**config.mk**
```make
export PLATFORM = sky130hd
export DESIGN_NAME = axi4_stream_pkt_gen
export DESIGN_NICKNAME = d
export VERILOG_FILES = /design/src/rtl/axi4_stream_pkt_gen.sv
export SDC_FILE = /design/constraint.sdc
export NUM_CORES = 1
export LEC_CHECK = 0
export ABC_AREA = 1
export ABC_CLOCK_PERIOD_IN_PS = 5400
export CAP_MARGIN = 20
export CELL_PAD_IN_SITES_DETAIL_PLACEMENT = 1
export CELL_PAD_IN_SITES_GLOBAL_PLACEMENT = 1
export CORE_MARGIN = 8
export CORE_UTILIZATION = 40
export CTS_CLUSTER_SIZE = 14
export DETAILED_ROUTE_END_ITERATION = 10
export GPL_ROUTABILITY_DRIVEN = 1
export PLACE_DENSITY = 0.95
export SLEW_MARGIN = 20
export SYNTH_ARGS = -nofsm -noshare
export SYNTH_HDL_FRONTEND = slang
export SYNTH_SLANG_ARGS = --single-unit
```
**constraint.sdc**
```tcl
create_clock -name ACLK -period 5.4 [get_ports ACLK]
set_input_delay 1.08 -clock ACLK [delete_from_list [all_inputs] [get_ports ACLK]]
set_output_delay 1.08 -clock ACLK [all_outputs]
set_load 0.05 [all_outputs]
```
**src/rtl/axi4_stream_pkt_gen.sv**
```systemverilog
// AXI4-Stream packet generator: emits cfg_num packets of cfg_len incrementing samples,
// DN lanes per beat, starting from cfg_sed and continuing across packet boundaries.
module axi4_stream_pkt_gen #(
    parameter int DN = 4,
    parameter int DW = 16,
    parameter int CW = 32
) (
    input  logic               ACLK,
    input  logic               ARESET,
    input  logic               ctl_str,
    input  logic               ctl_stp,
    input  logic [CW-1:0]      cfg_len,
    input  logic [CW-1:0]      cfg_num,
    input  logic [DW-1:0]      cfg_sed,
    output logic               sts_run,
    output logic [CW-1:0]      sts_pkt,
    output logic [CW-1:0]      sts_cur,
    output logic [DN*DW-1:0]   TDATA,
    output logic [DN-1:0]      TKEEP,
    output logic               TLAST,
    output logic               TVALID,
    input  logic               TREADY
);

    typedef enum logic {IDLE, RUN} state_t;

    localparam logic [CW-1:0] DN_W = CW'(DN);

    state_t        state, state_nxt;
    logic [CW-1:0] len_r, num_r, rem, k, pkt_inc;
    logic [DW-1:0] smp;
    logic          stop_pend;
    logic          run, last, xfer, start, finish;

    assign run     = (state == RUN);
    assign last    = (rem <= DN_W);
    assign k       = last ? rem : DN_W;
    assign xfer    = run & TREADY;
    assign pkt_inc = sts_pkt + 1'b1;
    // Stop beats start when both arrive in IDLE.
    assign start   = ctl_str & ~ctl_stp & (cfg_len != '0);
    assign finish  = xfer & last &
                     (((num_r != '0) & (pkt_inc == num_r)) | stop_pend | ctl_stp);

    always_ff @(posedge ACLK) begin
        if (ARESET) state <= IDLE;
        else        state <= state_nxt;
    end

    always_comb begin
        // NOTE: every combinational output gets a default first so no path infers a latch.
        state_nxt = state;
        case (state)
            IDLE:    if (start)  state_nxt = RUN;
            RUN:     if (finish) state_nxt = IDLE;
            default: state_nxt = IDLE;
        endcase
    end

    // rem counts samples still owed in the current packet; it reloads from len_r on TLAST.
    always_ff @(posedge ACLK) begin
        // NOTE: sequential state uses non-blocking assignments so all registers update together.
        if (ARESET) begin
            len_r     <= '0;
            num_r     <= '0;
            rem       <= '0;
            smp       <= '0;
            sts_pkt   <= '0;
            sts_cur   <= '0;
            stop_pend <= 1'b0;
        end else if (!run) begin
            stop_pend <= 1'b0;
            if (start) begin
                len_r   <= cfg_len;
                num_r   <= cfg_num;
                smp     <= cfg_sed;
                rem     <= cfg_len;
                sts_pkt <= '0;
                sts_cur <= '0;
            end
        end else begin
            if (ctl_stp) stop_pend <= 1'b1;
            if (xfer) begin
                smp <= smp + DW'(k);
                if (last) begin
                    rem     <= len_r;
                    sts_cur <= '0;
                    sts_pkt <= pkt_inc;
                    if (finish) stop_pend <= 1'b0;
                end else begin
                    rem     <= rem - DN_W;
                    sts_cur <= sts_cur + DN_W;
                end
            end
        end
    end

    // Beat contents derive purely from registered state, so they hold while TREADY is low.
    always_comb begin
        TDATA = '0;
        TKEEP = '0;
        for (int i = 0; i < DN; i++) begin
            if (run && (CW'(i) < k)) begin
                TKEEP[i]          = 1'b1;
                TDATA[i*DW +: DW] = smp + DW'(i);
            end
        end
    end

    assign TVALID  = run;
    assign TLAST   = run & last;
    assign sts_run = run;

endmodule
```
==> run metrics <==
max-slew headroom at the worst pin=27.5%; Site Rows=62; power spent charging and discharging nets=1.29 mW; area added between synthesis and finish=25.5%; worst hold path type=reg2reg; internal power=2.38 mW; routed wirelength normalized by instance count=19.5 um; most numerous cell types in the synthesized netlist=sky130_fd_sc_hd__nand2_1 (395), sky130_fd_sc_hd__nor2_1 (291), sky130_fd_sc_hd__dfxtp_1 (176); Die Width=187 um; post-route standard cell area excluding fillers=14700 sq um; Post-CTS Resized=0; layout cells sized above 1=4.41%; total gr overflow=0; measured slew at the worst slew-check pin=1090 ps; power share of the clock group=34.3%; leakage power figure=5.44 nW; biggest fanout along the worst timing path=17; overall fraction of global-route tracks in use=26.2%; final number of hold-violating endpoints=0; average footprint of a synthesized cell=6.32 sq um; library cell with the highest instance count after synthesis=sky130_fd_sc_hd__nand2_1; number of nets with antenna violations after routing=0; count of cells along the worst hold path=2; register clock-pin slew on the reported worst setup and hold paths=70 ps; via count of the first global-routing pass=14200; net switching fraction of the power=35.2%; first-pass GRT wire length=76000 um; fraction of the core area covered by cells at the end of the flow=51.0%; peak clock frequency supported by timing=201 MHz; TNS Setup=0 ps; number of placed instances, taps included=2396; largest net degree at the start of global routing=90; synthesized area=11700 sq um; share of the clock period used by the worst path after layout=92.2%; DRC violations left=0; total clock buffers created by CTS=17; number of enable flip-flop cells after synthesis=0; post-synth top area share=30.1%; post-layout minimum cycle time=4980 ps; r2r worst-path depth=11; slowest stage delay, CP=730 ps; Synth async-reset ratio=0%; net count of the finished layout=2140; Max-cap violations=0; area leader, netlist=sky130_fd_sc_hd__dfxtp_1; setup repair after global routing missed its margin=false; result of the run=finished clean; Comb power frac=25.2%; slack of the worst reg-to-reg path=1190 ps; Post-Synthesis Cells=1852; Critical Path RT=4320 ps; placed cell areas=14100 sq um; most common cell type on the critical path=sky130_fd_sc_hd__inv_1; boundary pin count=220; Final Non-Filler Cells=2428; part of the total power dissipated in sequential elements=40.4%; detailed placement HPWL=34800 um; DR vias/cell=5.65; die boundary height=187 um; total number of vias=13700; number of port buffers=217; Clock Latency Late Sink=450 ps; Syn. warnings=0; count of distinct cell types in the synthesized netlist=60; nature of the critical path endpoint=output pin; Max Clock Skew=17.2 ps; nature of the critical path startpoint=flop; ordered list of cells on the worst path=inv_1, ha_1, inv_1, nor2_2, o211ai_4, inv_4, nand3_2, nand2_1, inv_1, a21oi_4, nor2_1, clkdlybuf4s50_1; master cell of the clock root buffer=sky130_fd_sc_hd__clkbuf_16; Routability Congestion=0.917; TritonCTS clock tree=done; total of hold buffers inserted after clock tree synthesis=0; Post-CTS Repair Setup Buffers=0; start-to-end type of the worst setup path=reg2out; initial standard-cell utilization of the core=40.7%; data arrival time of the worst path=3900 ps; Die ar.=35000 sq um; core area=28800 sq um; Synth Register Bits=176; Synth area leaders=sky130_fd_sc_hd__dfxtp_1 (30%), sky130_fd_sc_hd__nand2_1 (13%), sky130_fd_sc_hd__nor2_1 (9.3%); clk buf depth=2; clk sink count=176; worst vdd rail ir drop=0.000163 V; part of the Yosys area used for sequential elements=30.1%; total setup violations reported at the end of the flow=0; final wirelength=47200 um; number of search-and-repair iterations in the first detailed-routing pass=5; ratio of total power to cell area=250 nW/um^2; most frequently used flop master after synthesis=sky130_fd_sc_hd__dfxtp_1; Max Slew Vio Count=0; H-tree levels=4; antenna violations before repair=2; Critical-path top delay cell=sky130_fd_sc_hd__clkdlybuf4s50_1; drt initial violations=1100
[power by group through the flow]
stage                     Sequential (mW)  Combinational (mW)  Clock, mW
after CTS                            1.48               0.914       1.26
after floorplan                      1.50               0.600          0
after detailed placement             1.51               0.901          0
after global placement               1.50               0.866          0
final                                1.48               0.925       1.26
after global routing                 1.49                1.01       1.30
[path summary, 6_finish.rpt]
| kind | from | endpoint |
|---|---|---|
| worst max-delay path | rem[2] | TDATA[43] |
| worst min-delay path | len_r[24] | len_r[24] |
| worst max register to register | TVALID | rem[13] |
| worst min register to register | len_r[24] | len_r[24] |
[cell type report]
type                            count  area, sq um
Tap cell                          384          480
Timing Repair Buffer              228         2250
Inverter                          167          633
Antenna cell                        2         5.00
Clock buffer                       18          429
Fill cell                        3854        14100
Clock inverter                     12          138
Sequential cell                   176         3520
Multi-Input combinational cell   1441         7220
[cell families (layout without fill, tap and decap cells)]
kind of cell    count (synthesis)  after routing  synth area share [%]
xor+xnor                       68             68                  5.56
simple gates                  932            932                  33.9
fa+ha+maj                      24             24                  2.63
buf+inv                       247            425                  8.57
compound gates                404            404                  19.2
flops                         176            176                  30.1
other cells                     1             15                0.0321
[per-stage QoR]
step / setup WS, ps / total power, mW / hold slack, ps
4_1_cts: 416 / 3.65 / 488
5_1_grt: 166 / 3.81 / 511
2_1_floorplan: 1370 / 2.10 / 450
3_3_place_gp: 1100 / 2.37 / 463
3_5_place_dp: 904 / 2.41 / 471
6_report: 422 / 3.67 / 487
[cell usage in the layout, fill, tap and decap left out, types with 6 or more instances in the layout]
cell type / n
sky130_fd_sc_hd__o22ai_1: 10
sky130_fd_sc_hd__xor2_1: 44
sky130_fd_sc_hd__o211ai_1: 8
sky130_fd_sc_hd__o21ai_0: 167
sky130_fd_sc_hd__or2_2: 9
sky130_fd_sc_hd__nor2_1: 291
sky130_fd_sc_hd__nand2_2: 6
sky130_fd_sc_hd__inv_2: 6
sky130_fd_sc_hd__clkbuf_16: 17
sky130_fd_sc_hd__a31oi_1: 22
sky130_fd_sc_hd__inv_1: 156
sky130_fd_sc_hd__xnor2_1: 20
sky130_fd_sc_hd__buf_4: 11
sky130_fd_sc_hd__dfxtp_1: 175
sky130_fd_sc_hd__nand4_1: 24
sky130_fd_sc_hd__a211oi_1: 7
sky130_fd_sc_hd__nor2_2: 9
sky130_fd_sc_hd__conb_1: 13
sky130_fd_sc_hd__nand2_1: 394
sky130_fd_sc_hd__a21oi_1: 160
sky130_fd_sc_hd__nand3_1: 132
sky130_fd_sc_hd__ha_1: 23
sky130_fd_sc_hd__nor4_1: 21
sky130_fd_sc_hd__clkdlybuf4s50_1: 217
sky130_fd_sc_hd__nor3_1: 28
[per-layer routing]
layer	vias to the layer above	routed length (um)	track usage, %
li1	6497	-	-
met1	6627	20400	32.4
met2	501	22600	44.9
met3	99	2940	4.25
met4	0	1330	10.2
met5	-	0	0
[flip-flops by register name, summed over array words and instances (netlist names)]
name	flops
TVALID	1
len_r	32
num_r	32
rem	32
smp	16
stop_pend	1
sts_cur	30
sts_pkt	32
[critical path, delay by kind of cell, from the launching register on]
| family | cells | cell delay, ps |
|---|---|---|
| AND/OR/NAND/NOR | 4 | 910 |
| adder cells (fa/ha/maj) | 1 | 250 |
| AO/OA/AOI/OAI | 2 | 630 |
| buffers and inverters | 5 | 1340 |
| flip-flops | 1 | 330 |
No activity file was read; power rests on OpenSTA's default activity.
